===== config.mk =====
export PLATFORM = sky130hd
export DESIGN_NAME = vend_coin_sched
export DESIGN_NICKNAME = d
export VERILOG_FILES = /design/src/rtl/vend_coin_sched.sv
export SDC_FILE = /design/constraint.sdc
export NUM_CORES = 1
export LEC_CHECK = 0
export ABC_CLOCK_PERIOD_IN_PS = 1970
export CAP_MARGIN = 20
export CORE_MARGIN = 3
export CORE_UTILIZATION = 45
export DETAILED_ROUTE_END_ITERATION = 7
export GPL_TIMING_DRIVEN = 0
export PLACE_DENSITY = 0.84
export SETUP_SLACK_MARGIN = 0.5
export SYNTH_ARGS = -nofsm -noshare
export SYNTH_HDL_FRONTEND = slang
export SYNTH_SLANG_ARGS = --single-unit

===== constraint.sdc =====
create_clock -name clk -period 1.97 [get_ports clk]
set_input_delay 0.591 -clock clk [delete_from_list [all_inputs] [get_ports clk]]
set_output_delay 0.591 -clock clk [all_outputs]
set_load 0.05 [all_outputs]

===== src/rtl/vend_coin_sched.sv =====
// Coin scheduler for the vending core: round-robin arbitration of two coin slots,
// single-cycle coin pulses with enforced idle gaps, dispense hold-off and saturating counters.
module vend_coin_sched #(
    parameter int GAP      = 1,
    parameter int DISP_CYC = 4,
    parameter int CNT_W    = 8
) (
    input  logic             clk,
    input  logic             rst,
    input  logic             a_valid,
    input  logic [1:0]       a_coin,
    output logic             a_ready,
    input  logic             b_valid,
    input  logic [1:0]       b_coin,
    output logic             b_ready,
    output logic [1:0]       core_in,
    input  logic [1:0]       core_y,
    output logic             busy,
    output logic             reject,
    output logic [CNT_W-1:0] coin_cnt,
    output logic [CNT_W-1:0] vend_cnt
);

    typedef enum logic [2:0] {
        ST_IDLE,
        ST_ISSUE,
        ST_CHECK,
        ST_GAP,
        ST_DISPENSE
    } state_e;

    localparam int TMR_MAX = (DISP_CYC > GAP) ? DISP_CYC : GAP;
    localparam int TMR_W   = $clog2(TMR_MAX + 1);
    localparam logic [TMR_W-1:0] GAP_LOAD  = TMR_W'((GAP > 1) ? GAP - 2 : 0);
    localparam logic [TMR_W-1:0] DISP_LOAD = TMR_W'(DISP_CYC - 1);

    state_e           state_q, state_d;
    logic             ptr_q, ptr_d;        // 0 = slot A has priority, 1 = slot B
    logic [1:0]       core_in_q, core_in_d;
    logic             busy_q, busy_d;
    logic             reject_q, reject_d;
    logic [CNT_W-1:0] coin_cnt_q, coin_cnt_d;
    logic [CNT_W-1:0] vend_cnt_q, vend_cnt_d;
    logic [TMR_W-1:0] tmr_q, tmr_d;

    logic       idle_ok;
    logic       grant_a;
    logic       grant_b;
    logic       accept;
    logic [1:0] acc_coin;

    // NOTE: ready is combinational, so it is gated by rst directly; otherwise a
    // slot could see ready during reset while the flops are still being cleared.
    assign idle_ok  = (state_q == ST_IDLE) && !rst;
    assign grant_a  = idle_ok && a_valid && (!b_valid || !ptr_q);
    assign grant_b  = idle_ok && b_valid && (!a_valid || ptr_q);
    assign accept   = grant_a || grant_b;
    assign acc_coin = grant_b ? b_coin : a_coin;

    always_comb begin
        state_d    = state_q;
        ptr_d      = ptr_q;
        core_in_d  = 2'b00;
        reject_d   = 1'b0;
        coin_cnt_d = coin_cnt_q;
        vend_cnt_d = vend_cnt_q;
        tmr_d      = tmr_q;

        if (accept) begin
            ptr_d = grant_a;
        end

        case (state_q)
            ST_IDLE: begin
                if (accept) begin
                    // Only 10 and 11 are real coins; 01 and 00 are swallowed.
                    if (acc_coin[1]) begin
                        core_in_d = acc_coin;
                        state_d   = ST_ISSUE;
                        if (coin_cnt_q != {CNT_W{1'b1}}) begin
                            coin_cnt_d = coin_cnt_q + CNT_W'(1);
                        end
                    end else begin
                        reject_d = 1'b1;
                    end
                end
            end
            ST_ISSUE: begin
                state_d = ST_CHECK;
            end
            ST_CHECK: begin
                if (core_y != 2'b00) begin
                    if (vend_cnt_q != {CNT_W{1'b1}}) begin
                        vend_cnt_d = vend_cnt_q + CNT_W'(1);
                    end
                    state_d = ST_DISPENSE;
                    tmr_d   = DISP_LOAD;
                end else if (GAP > 1) begin
                    state_d = ST_GAP;
                    tmr_d   = GAP_LOAD;
                end else begin
                    state_d = ST_IDLE;
                end
            end
            ST_GAP, ST_DISPENSE: begin
                if (tmr_q == '0) begin
                    state_d = ST_IDLE;
                end else begin
                    tmr_d = tmr_q - TMR_W'(1);
                end
            end
            default: begin
                state_d = ST_IDLE;
            end
        endcase

        busy_d = (state_d != ST_IDLE);
    end

    always_ff @(posedge clk or posedge rst) begin
        if (rst) begin
            state_q    <= ST_IDLE;
            ptr_q      <= 1'b0;
            core_in_q  <= 2'b00;
            busy_q     <= 1'b0;
            reject_q   <= 1'b0;
            coin_cnt_q <= '0;
            vend_cnt_q <= '0;
            tmr_q      <= '0;
        end else begin
            state_q    <= state_d;
            ptr_q      <= ptr_d;
            core_in_q  <= core_in_d;
            busy_q     <= busy_d;
            reject_q   <= reject_d;
            coin_cnt_q <= coin_cnt_d;
            vend_cnt_q <= vend_cnt_d;
            tmr_q      <= tmr_d;
        end
    end

    assign a_ready  = grant_a;
    assign b_ready  = grant_b;
    assign core_in  = core_in_q;
    assign busy     = busy_q;
    assign reject   = reject_q;
    assign coin_cnt = coin_cnt_q;
    assign vend_cnt = vend_cnt_q;

endmodule

Yosys cells after proc, flatten, opt, wreduce, memory -nomap -nowiden
Index checks and enable logic that the tools add are counted.
{ "classes": {"addsub": 3, "eq_ne": 8, "muxes": 15, "reduce_logical": 21} }
{ "ops": {"columns": ["op", "n"], "rows": [
  ["3-bit two-way mux", 6],
  ["8-bit by 1-bit adder with 8-bit output, second input constant", 2],
  ["8-bit != test, second input constant", 2],
  ["3-bit case mux with 4 select lines", 1],
  ["2-bit two-way mux", 4],
  ["3-bit by 2-bit equality test with 1-bit output, second input constant", 2],
  ["3-bit zero test", 2],
  ["3-bit case mux with 2 select lines", 1],
  ["3-bit AND reduction", 2],
  ["1-bit logical AND", 5],
  ["1-bit zero test", 4],
  ["2-bit != test, second input constant", 2],
  ["4-bit AND reduction", 1],
  ["2-bit nonzero test", 2],
  ["3-bit by 1-bit equality test with 1-bit output, second input constant", 1],
  ["3-bit equality test, second input constant", 1],
  ["1-bit logical OR", 3],
  ["1-bit two-way mux", 3],
  ["3-bit nonzero test", 1],
  ["3-bit by 1-bit subtractor with 3-bit output, second input constant", 1],
  ["2-bit OR reduction", 1]
]} }
{ "totals": {"register_bits": 27, "in_bits": 10, "out_inout_bits": 22, "elab_cells": 55} }

Longest topological paths before layout
Gate-level depths: netlist of run 1.
{ "depth": {"word_depth": 9, "mapped_depth": 6} }

Worst setup path before layout of run 1
Ideal clock, no wire load.
{ "synth_path": {"kind": "input to output", "from": "input port rst", "to": "output port a_ready", "arrival_ns": 1.923, "required_ns": 1.379, "slack_ns": -0.544, "cell_stages": 4, "n_path_buf": 2, "path_cell_list": "or4_4 buf_6 buf_8 nor2_1"} }
{ "synth_between": {"elab_chain_cells": 4} }
{ "synth_lines": {"columns": ["element", "line_no", "rtl"], "rows": [
  ["start: declaration", "9", "input logic rst,"],
  ["1-bit zero test (no line)", null, null],
  ["1-bit logical AND", "54", "assign idle_ok = (state_q == ST_IDLE) && !rst;"],
  ["1-bit logical AND (2 in series)", "55", "assign grant_a = idle_ok && a_valid && (!b_valid || !ptr_q);"],
  ["end: declaration", "12", "output logic a_ready,"]
]} }
Every way passes these cells.

Final worst setup path of run 1
{ "layout_path": {"from": "register state_q[2]", "to": "output port a_ready"} }
{ "layout_between": {"elab_chain_cells": 4} }
{ "layout_lines": {"columns": ["element", "line_no", "rtl"], "rows": [
  ["start: declaration", "37", "state_e state_q, state_d;"],
  ["start signal: assignment", "131", "state_q <= state_d;"],
  ["3-bit zero test", "54", null],
  ["1-bit logical AND", "54", null],
  ["1-bit logical AND (2 in series)", "55", null]
]} }
Every way passes these cells.

==> reports/metrics.cfg, run 1 <==
[logic_synthesis]
ys_top_cells_by_area=dfrtp_1 47%, xor2_1 3.7%, ha_1 3.5%
syn_nets=151
synthFlopType=dfrtp_1
synth_xor_area_frac=0.0428
synth-seq-cells=27
synth_compound_area_frac=0.0638
synth_area_per_cell_um2=10.4
synth_seq_area_share=0.472
netlist_top_cells_count=27 x dfrtp_1, 12 x nor2_1, 9 x nand2_1
synth_top_family_by_area=simple AND/OR/NAND/NOR gates
synth_warnings=0
synth_mux_area_frac=0.0900
synth-async-reset-ratio=1.00
synthCells=137
synthAdderAreaFrac=0.0350
yosys.area_share.simple=0.252
synth_most_common_cell=dfrtp_1
synth_edf_count=0
yosys.area.top_type_share=0.472
yosys.area.top_type=dfrtp_1
synth.distinct_cells=37
syn-cell-area_um2=1430

[clocking]
ctsHtreeMaxLevel=1
cts_buffers=3
clk_latency_ns=0.33
clockBufferDepth=2
cts_tree=built
root_buffer=clkbuf_4
clk_pin_slew_worst_paths_ns=0.16
cts_sinks=27

[floorplan]
die_h_um=62.4
design.core.area_um2=2900
die_area_um2=3890
row_count=19
initial_core_util=0.494
ios=32
dieWidth_um=62.4

[timing]
rsz0062_at_grt=true
relSlewSlack=0.670
finalHoldViolCount=0
max_freq_mhz=410
slew_violations=0
finalCriticalPeriod_ns=2.44
whs_ns=0.343
tightest_slew_ns=0.494
timing.final.ws_setup_ns=-0.469
tns_ns=-1.67
final-setup-viol-count=10
finalCritPeriodShare=1.24
finalClockSkew_ns=0.00660

[critical_path]
cp_cell_sequence=buf_6 > or4_4 > buf_6 > buf_8 > nor2_4 > buf_6
path_common_cell=buf_6
worstSetupPathType=reg -> out
cp.buffers_inverters=4
cpLargestDelayFamily=simple AND/OR/NAND/NOR gates
worst_r2r_endpoint=coin_cnt[1]
cp.arrival_ns=1.85
startpoint_type=register
rr_worst_depth=8
cp-end-kind=primary output
cp_slowest_cell=or4_4
critical-path-max-stage-delay_ns=0.48
rrSetupSlack_ns=-0.21
timing.rr.start=state_q[2]
path_max_fanout=4
critPathRequiredTime_ns=1.38

[place]
gp_congestion=0.870
port_buffers=31
dp_hpwl_um=2230
dp_cells=210
dp_slack_ns=-1.21
place_area_um2=1870

[min_path]
hold_path_class=in -> async

[grt]
grt_overflow=0
antenna_found_initial=0
grt_start_max_net_pins=28
grt_pass1_wl_um=7470
grt_pass1_vias=1491
grt_usage=0.243

[finish]
insertedDiodeCount=0
register_area_um2=687
multiInputGateArea_um2=966
drive_gt1_frac=0.602
area_growth_pct=86.7
fin_area_um2=2670
nNetsFinal=241
finalNonFillerCells=268
num-fill-cells=100
final_core_util=0.921

[outcome]
violations=setup timing
status=finished, violations left

[drt]
drt_pass1_iterations=4
routed-via-count=1495
wl_per_cell_um=20.2
wirelength_um=5400
vias_per_cell=5.58
ant_nets=0
drc_errors=0
first_iter_violations=87

[power]
p_per_area_nw_per_um2=1370
ir_worst_vdd_mv=1.15
power_mw=3.67
p_leak_nw=1.24

[flow_run]
max_cap_violations=0

## what timing repair did
item	CTS	global route
gates cloned	0	0
setup endpoints to repair	75	48
gates resized for setup	204	36
buffers inserted	34	19
hold buffers	0	0
pin swaps	21	17
## cell usage in the layout, fill, tap and decap left out, drive strengths merged, types with 4 or more instances in the layout
| cell | count |
|---|---|
| nand2 | 9 |
| xor2 | 6 |
| nor4 | 5 |
| inv | 6 |
| clkbuf | 5 |
| and2 | 4 |
| nor2 | 12 |
| buf | 79 |
| mux2 | 7 |
| nand4 | 7 |
| ha | 4 |
| nand2b | 6 |
| mux2i | 5 |
| dlygate4sd2 | 6 |
| dfrtp | 27 |
| a21oi | 5 |
## cells by family after synthesis
kind of cell / after synthesis
flops: 27
mux: 12
fa+ha+maj: 4
xor+xnor: 7
buf+inv: 10
simple gates: 63
compound gates: 14
## layer usage
metal | up-vias | share of wire | GRT usage
li1 | 664 | - | -
met3 | 11 | 0.045 | 0.0414
met4 | 0 | 0.018 | 0.105
met2 | 58 | 0.52 | 0.409
met5 | - | 0 | 0
met1 | 762 | 0.42 | 0.306
## report_power, final
group	switching (mW)	internal [mW]
Clock	0.171	0.0793
Sequential	0.209	0.744
Combinational	1.28	1.18
## how the worst max path moves through the flow
stage	to	slack, ns	depth (start not counted)	startpoint
finish	a_ready	-0.47	6	state_q[2]
global route	a_ready	-0.54	6	state_q[2]
CTS	a_ready	-0.44	6	state_q[2]
detailed placement	b_ready	-1.21	6	rst
global placement	b_ready	-1.21	6	rst
floorplan	a_ready	-0.15	4	rst
## worst register-to-register path, stage by stage, from the launching register on
cell and delay [ns]:
dfrtp_1 0.41, buf_6 0.12, or4_4 0.48, buf_6 0.14
buf_4 0.12, buf_6 0.11, buf_8 0.13, nor3_4 0.25
mux2_4 0.33
## flip-flops by register name, indices dropped and copies added (netlist names)
signal and cells:
tmr_q 3, state_q 3, busy 1, ptr_q 1, coin_cnt 8, vend_cnt 8, reject 1, core_in 2
## area by class of cell
cell class | count | share of cell area
inverters | 6 | 0.00843
clock buffers | 4 | 0.00983
plain buffers | 4 | 0.0192
flip-flops and latches | 27 | 0.257
well taps | 42 | 0.0197
repair buffers | 85 | 0.324
multi-input cells | 100 | 0.361
Power figures use the tool's default switching activity.
==> run 2: changes to the inputs <==
--- a/config.mk
+++ b/config.mk
@@ -8,10 +8,12 @@
 export ABC_CLOCK_PERIOD_IN_PS = 1970
 export CAP_MARGIN = 20
 export CORE_MARGIN = 3
-export CORE_UTILIZATION = 45
+export CORE_UTILIZATION = 47
+export CTS_BUF_LIST = sky130_fd_sc_hd__clkbuf_2
 export DETAILED_ROUTE_END_ITERATION = 7
 export GPL_TIMING_DRIVEN = 0
-export PLACE_DENSITY = 0.84
+export HOLD_SLACK_MARGIN = 0.03
+export PLACE_DENSITY = 0.87
 export SETUP_SLACK_MARGIN = 0.5
 export SYNTH_ARGS = -nofsm -noshare
 export SYNTH_HDL_FRONTEND = slang
==> reports/metrics.cfg, run 2 (synthesized netlist as in run 1, its figures left out) <==
[clocking]
clk_latency_ns=0.40
cts_buffers=3
root_buffer=clkbuf_2
holdBufCountCts=0
cts_tree=built
clockBufferDepth=2
ctsHtreeMaxLevel=1
cts_sinks=27
clk_pin_slew_worst_paths_ns=0.31

[timing]
whs_ns=0.191
timing.final.ws_setup_ns=-0.528
finalCritPeriodShare=1.27
tightest_slew_ns=0.489
rsz0062_at_grt=true
finalClockSkew_ns=0.0429
finalCriticalPeriod_ns=2.50
max_freq_mhz=400
final-setup-viol-count=8
finalHoldViolCount=0
slew_violations=0
relSlewSlack=0.673

[drt]
routed-via-count=1618
ant_nets=0
drt_pass1_iterations=5
wl_per_cell_um=26.7
vias_per_cell=6.45
drc_errors=0
first_iter_violations=176
wirelength_um=6710

[finish]
nNetsFinal=235
final_common_cell=buf_4
final_core_util=0.919
layout_common_cells=32 x buf_4, 30 x buf_6, 22 x dfrtp_1
num-fill-cells=85
drive_gt1_frac=0.545
insertedDiodeCount=0
area_growth_pct=81.6

[grt]
grt_start_max_net_pins=28
grt_pass1_vias=1545
antenna_found_initial=0
grt_usage=0.284
grt_overflow=0
grt_pass1_wl_um=7560

[place]
gp_congestion=0.870
dp_hpwl_um=2160
port_buffers=31
dp_slack_ns=-1.21

[critical_path]
startpoint_type=register
cp.arrival_ns=1.91
cp-end-kind=primary output
path_max_fanout=3
critPathRequiredTime_ns=1.38
worstSetupPathType=reg -> out

[floorplan]
row_count=19
ios=32
die_area_um2=3740
die_h_um=61.2
dieWidth_um=61.2
design.core.area_um2=2830
initial_core_util=0.506

[outcome]
violations=setup timing
status=finished, violations left

[power]
p_leak_nw=1.24
p_per_area_nw_per_um2=1430
ir_worst_vdd_mv=1.29

[flow_run]
max_cap_violations=0

[min_path]
hold_path_class=in -> async

## run 2: worst paths after layout
check	startpoint	to	slack, ns	cells past startpoint
setup / recovery	state_q[0]	a_ready	-0.53	5
hold / removal	rst	state_q[0]	0.19	2
setup reg to reg	state_q[0]	coin_cnt[1]	-0.22	7
hold reg to reg	tmr_q[0]	tmr_q[0]	0.52	1
max in group asynchronous	rst	vend_cnt[1]	1.32	3
min in group clk	tmr_q[0]	tmr_q[0]	0.52	1
## run 2: through the flow
stage                     std cells  setup TNS (ns)  power [mW]  area (um^2)
after floorplan                 137          -0.296        1.92         1500
after global placement          199           -6.56        2.30         1850
after detailed placement        199           -6.85        2.37         1850
after CTS                       243          -0.966        3.25         2440
after global routing            251           -2.37        3.83         2600
final                           251           -1.97        3.72         2600
## run 2: cell type report
cell class,instances,area [um^2],share of cell area
Clock buffer,3,15.0,0.00578
Multi-Input combinational cell,100,953,0.367
Sequential cell,27,682,0.262
Inverter,6,22.5,0.00867
Tap cell,31,38.8,0.0149
Buffer,4,45.0,0.0173
Timing Repair Buffer,79,835,0.321
Clock inverter,1,7.51,0.00289
## run 2: worst max-delay path: stages (launching register included)
cell and delay (ns):
dfrtp_2 0.49, or4_4 0.51, buf_6 0.14, buf_8 0.12
nor2_4 0.09, buf_8 0.15
## run 2: repair_timing
item | in CTS | in global routing
gates cloned | 1 | 0
buffers inserted | 39 | 7
resized for setup | 206 | 20
pin swaps | 26 | 15
endpoints found under the setup margin | 51 | 48
## run 2: metal layers
metal,global-route usage,share of wire
met3,0.0734,0.096
met4,0.136,0.063
met1,0.301,0.35
met5,0,0
met2,0.518,0.49
## run 2: power by group
group | internal [mW] | leakage [nW] | switching [mW]
combinational | 1.15 | 0.884 | 1.41
clock | 0.0470 | 0.0126 | 0.187
sequential | 0.740 | 0.338 | 0.192
==> variant 1 (settings of run 2) <==
Put one more register stage on the output `coin_cnt`, with the module's reset. The value now appears one clock later. The other outputs are not delayed to match.
--- a/src/rtl/vend_coin_sched.sv
+++ b/src/rtl/vend_coin_sched.sv
@@ -144,7 +144,13 @@
     assign core_in  = core_in_q;
     assign busy     = busy_q;
     assign reject   = reject_q;
-    assign coin_cnt = coin_cnt_q;
+    always_ff @(posedge clk or posedge rst) begin
+        if (rst) begin
+            coin_cnt <= '0;
+        end else begin
+            coin_cnt <= coin_cnt_q;
+        end
+    end
     assign vend_cnt = vend_cnt_q;
 
 endmodule
Function: changed (Yosys sat finds a counterexample within 4 cycles, from zero or initial values and one cycle with rst high).
==> variant 1 against run 2 <==
Non-clock buffer count fell by 22; sequential cell count grew 8; total power fell by 21%; final cell count is 7.2% lower; critical path depth is the same; register-to-register slack better by 0.51 ns; the flow still finishes with violations (negative setup slack); cell area fell by 8.0%; clock power increased by 41%; count of clock-buffer cells in the layout grew 2; worst setup slack improved by 0.27 ns; first-iteration DRC count is 66% lower; routed wire length fell by 40%; synthesized area rose by 5.4%.
==> variant 1: results (changes against run 2) <==
## Power
- **IR Drop Worst-Case VDD** 0.815 mV, -37%
- **static leakage power** 1.12 nW, -9.0%

## Drt
- **sum of met3 wire segment lengths after detailed routing** 158 µm, -75%
- **first-pass iteration count of the detailed router** 4, -1
- **total routed wire length on the met1 layer** 1660 µm, -29%
- **DR WL met2** 2070 µm, -37%
- **per-cell routed wire length** 17.2 µm, -36%

## Timing
- **clock skew** 0.0436 ns, +0.000704 ns
- **Total Negative Setup Slacks** -0.521 ns, +1.45 ns
- **Worst Slack Setup Final** -0.262 ns, +0.266 ns
- **Final setup violation count** 2, -6
- **worst slew margin relative to its limit** 0.520, -0.153

## Finish
- **antenna diode count** 0, unchanged
- **number of standard cells in the layout, taps in and fillers out** 233, -7.2%
- **Net count, final** 204, -13%
- **share of layout cells above drive strength 1** 0.534, -0.0114

## Synthesis
- **share of synthesized cell area in full adder, half adder and majority cells** 0.0332, -0.00180
- **area fraction in compound gates after synthesis** 0.0862, +0.0224
- **cell count after synthesis** 123, -10%
- **flops & latches, synth** 35, +30%
- **proportion of synthesized area in mux cells** 0.0216, -0.0685
- **XOR/XNOR Fraction of Synth Area** 0.0755, +0.0326
- **Area contributors post-synth** sky130_fd_sc_hd__dfrtp_1 (58%), sky130_fd_sc_hd__xnor2_1 (5.2%), sky130_fd_sc_hd__ha_1 (3.3%)
- **most frequent cells after synthesis** sky130_fd_sc_hd__dfrtp_1 (35), sky130_fd_sc_hd__xnor2_1 (9), sky130_fd_sc_hd__nand2_1 (8), sky130_fd_sc_hd__nor2_1 (8)
- **number of distinct library cell variants in the gate-level netlist after synthesis** 38, +2.7%

## Clock tree
- **clock-pin slew on the worst setup and hold paths** 0.22 ns, -0.09 ns
- **CTS buffer count** 5, +2
- **number of buffers on the longest clock path** 2, unchanged
- **H-tree depth reported by CTS** 2, +1

## Global routing
- **number of global-route vias before repair** 1,265, -18%
- **global-route track usage on met2** 0.329, -0.189
- **global-route wire length before repair** 6040 µm, -20%
- **GRT met1 Usage** 0.233, -0.0682
- **maximum number of pins on one net before global-route repair** 20, -29%
- **met3 global-route usage** 0.0504, -0.0230
- **GRT Total Usage** 0.195, -0.0890

## Run status
- **result of the run** finished, violations left
- **violations in the final reports** negative setup slack

## Place
- **number of cells after detailed placement** 197, -1.0%
- **Routability Congestion** 0.726, -17%
- **Placement Cell Area** 1970 µm², +6.5%
- **pre-CTS worst setup slack** -1.08 ns, +0.124 ns

## Worst setup path
- **critical path data arrival time** 1.64 ns, -0.27 ns

==> variant 1: worst max-delay path, stage by stage, from the launching register on <==
cell and delay [ns]:
sky130_fd_sc_hd__dfrtp_2 0.47, sky130_fd_sc_hd__nor4_4 0.26, sky130_fd_sc_hd__buf_4 0.18, sky130_fd_sc_hd__nand3_4 0.09, sky130_fd_sc_hd__clkinvlp_4 0.10, sky130_fd_sc_hd__buf_8 0.14
==> variant 1: final cells by class <==
| type | count | area share |
|---|---|---|
| sequential | 35 | 0.369 |
| multi-input combinational | 80 | 0.310 |
| timing repair buffer | 60 | 0.263 |
| tap | 42 | 0.0220 |
| inverter | 7 | 0.0152 |
| clock buffer | 5 | 0.0105 |
| clock inverter | 3 | 0.00628 |
| buffer | 1 | 0.00471 |
==> variant 1: repair_timing <==
item                       in CTS  in global routing
gates cloned                    0                  0
pin swaps                      12                 12
setup buffers                  20                  8
hold buffers                    0                  0
resized for setup             174                 18
setup endpoints to repair      37                 40
==> variant 1: power by group <==
part	total, mW	internal [mW]	switching, mW
sequential	1.07	0.914	0.153
clock	0.329	0.0814	0.248
combinational	1.56	0.685	0.873
==> variant 1: metrics by stage <==
stage               hold WS [ns]  utilization
floorplan                  0.387            -
global placement           0.406        0.671
detailed placement         0.405        0.681
CTS                        0.463        0.779
global route               0.478        0.824
finish                     0.456        0.824
==> variant 1: final timing paths <==
path	cells after the start	slack [ns]	from	end
worst min-delay path	2	0.46	rst	state_q[2]
max in group asynchronous	3	0.91	rst	vend_cnt[1]
worst min register to register	0	0.47	coin_cnt_q[7]	coin_cnt[7]
min in group clk	0	0.47	coin_cnt_q[7]	coin_cnt[7]
worst max-delay path	5	-0.26	state_q[2]	b_ready
worst max register to register	6	0.29	state_q[2]	coin_cnt_q[1]
==> variant 2 (settings of run 2) <==
Without the edit above. Re-encode `state_e` (5 states) as one-hot, 5 bits wide.
--- a/src/rtl/vend_coin_sched.sv
+++ b/src/rtl/vend_coin_sched.sv
@@ -21,12 +21,12 @@
     output logic [CNT_W-1:0] vend_cnt
 );
 
-    typedef enum logic [2:0] {
-        ST_IDLE,
-        ST_ISSUE,
-        ST_CHECK,
-        ST_GAP,
-        ST_DISPENSE
+    typedef enum logic [4:0] {
+        ST_IDLE     = 5'b00001,
+        ST_ISSUE    = 5'b00010,
+        ST_CHECK    = 5'b00100,
+        ST_GAP      = 5'b01000,
+        ST_DISPENSE = 5'b10000
     } state_e;
 
     localparam int TMR_MAX = (DISP_CYC > GAP) ? DISP_CYC : GAP;
Formal check against the unedited RTL: same outputs for any inputs over 10 cycles, from zero or initial values and one cycle with rst high; not proved beyond that.
==> variant 2 against run 2 <==
The flow still finishes with violations (negative setup slack); hold slack better by 0.17 ns; routed wire length down 7.1%; synthesized area up 2.9%; maximum frequency up 12%; cell area up 2.2%; sequential cell count up 2; total power down 28%; synthesized cell count up 2.9%; worst setup slack better by 0.27 ns.
==> variant 2: results (changes against run 2) <==
## Finish
- **number of non-clock buffers** 86, +3.6%
- **area used by multi-input combinational logic** 938 µm², -1.6%
- **number of filler cells placed in the layout** 94, +11%
- **final design area excluding fillers** 2660 µm², +2.2%
- **area taken by flip-flops and latches** 737 µm², +8.1%
- **share of layout cells above drive strength 1** 0.612, +0.0666
- **layout clock buffer count** 6, +3
- **Inverters, non-clock** 8, +2

## Power
- **reported combinational group power** 1.53 mW, -40%
- **static leakage power** 1.29 nW, +4.4%
- **IR Drop Worst-Case VDD** 1.29 mV, -0.12%
- **Clk. pwr** 0.320 mW, +37%

## Global routing
- **number of global-route vias before repair** 1,512, -2.1%
- **global-route wire length before repair** 7500 µm, -0.73%
- **GRT Total Usage** 0.284, about the same
- **maximum number of pins on one net before global-route repair** 16, -43%

## Run status
- **result of the run** finished, violations left
- **violations in the final reports** negative setup slack

## Drt
- **first-pass iteration count of the detailed router** 4, -1
- **Via density** 5.86, -9.1%
- **per-cell routed wire length** 22.8 µm, -15%
- **Iter 0 DRT Violations** 111, -37%

## Worst setup path
- **R2R Path End** vend_cnt[5]
- **worst setup path endpoint** b_ready
- **slack of the worst reg-to-reg path** 0.09 ns, +0.31 ns
- **crit path max fanout** 6, +3

## Floorplan
- **Horiz. Die Dim** 62.0 µm, +1.3%

## Clock tree
- **CTS buffer count** 5, +2
- **H-tree depth reported by CTS** 2, +1
- **clock-pin slew on the worst setup and hold paths** 0.18 ns, -0.13 ns
- **sinks on the clock net** 29, +7.4%

## Timing
- **Total Negative Setup Slacks** -0.498 ns, +1.47 ns
- **Worst Slack Setup Final** -0.259 ns, +0.269 ns
- **Final setup violation count** 2, -6
- **clock skew** 0.0350 ns, -0.00788 ns

## Synthesis
- **sequential cell area fraction in the yosys report** 0.494, +0.0216
- **number of distinct library cell variants in the gate-level netlist after synthesis** 41, +11%
- **Area contributors post-synth** sky130_fd_sc_hd__dfrtp_1 (48%), sky130_fd_sc_hd__xnor2_1 (4.2%), sky130_fd_sc_hd__nand2_1 (3.6%)
- **Post-Synthesis Net Count** 155, +2.6%

## Place
- **number of cells after detailed placement** 214, +7.5%
- **detailed placement HPWL** 2210 µm, +2.6%
- **Placement Cell Area** 1870 µm², +0.81%
- **pre-CTS worst setup slack** -1.68 ns, -0.469 ns

-- variant 2: cell types whose count changed in the layout (fill, tap and decap cells not counted), moves of 4 or more --
| cell | before | now |
|---|---|---|
| sky130_fd_sc_hd__mux2i_1 | 5 | 1 |
| sky130_fd_sc_hd__nor4_4 | 5 | 1 |
| sky130_fd_sc_hd__buf_4 | 32 | 37 |
| sky130_fd_sc_hd__mux2_4 | 7 | 2 |
| sky130_fd_sc_hd__nand2b_1 | 5 | 1 |
-- variant 2: layer usage --
layer | vias to the layer above | global-route usage | share of wire
li1 | 674 | - | -
met1 | 780 | 0.329 | 0.36
met2 | 116 | 0.454 | 0.51
met3 | 36 | 0.0909 | 0.081
met4 | 0 | 0.173 | 0.057
met5 | - | 0 | 0
-- variant 2: what timing repair did --
item,4_1_cts,5_1_grt
gates resized for setup,214,28
gates cloned,1,0
pin swaps,18,12
buffers inserted,36,15
setup endpoints to repair,48,45
hold endpoints to repair,0,0
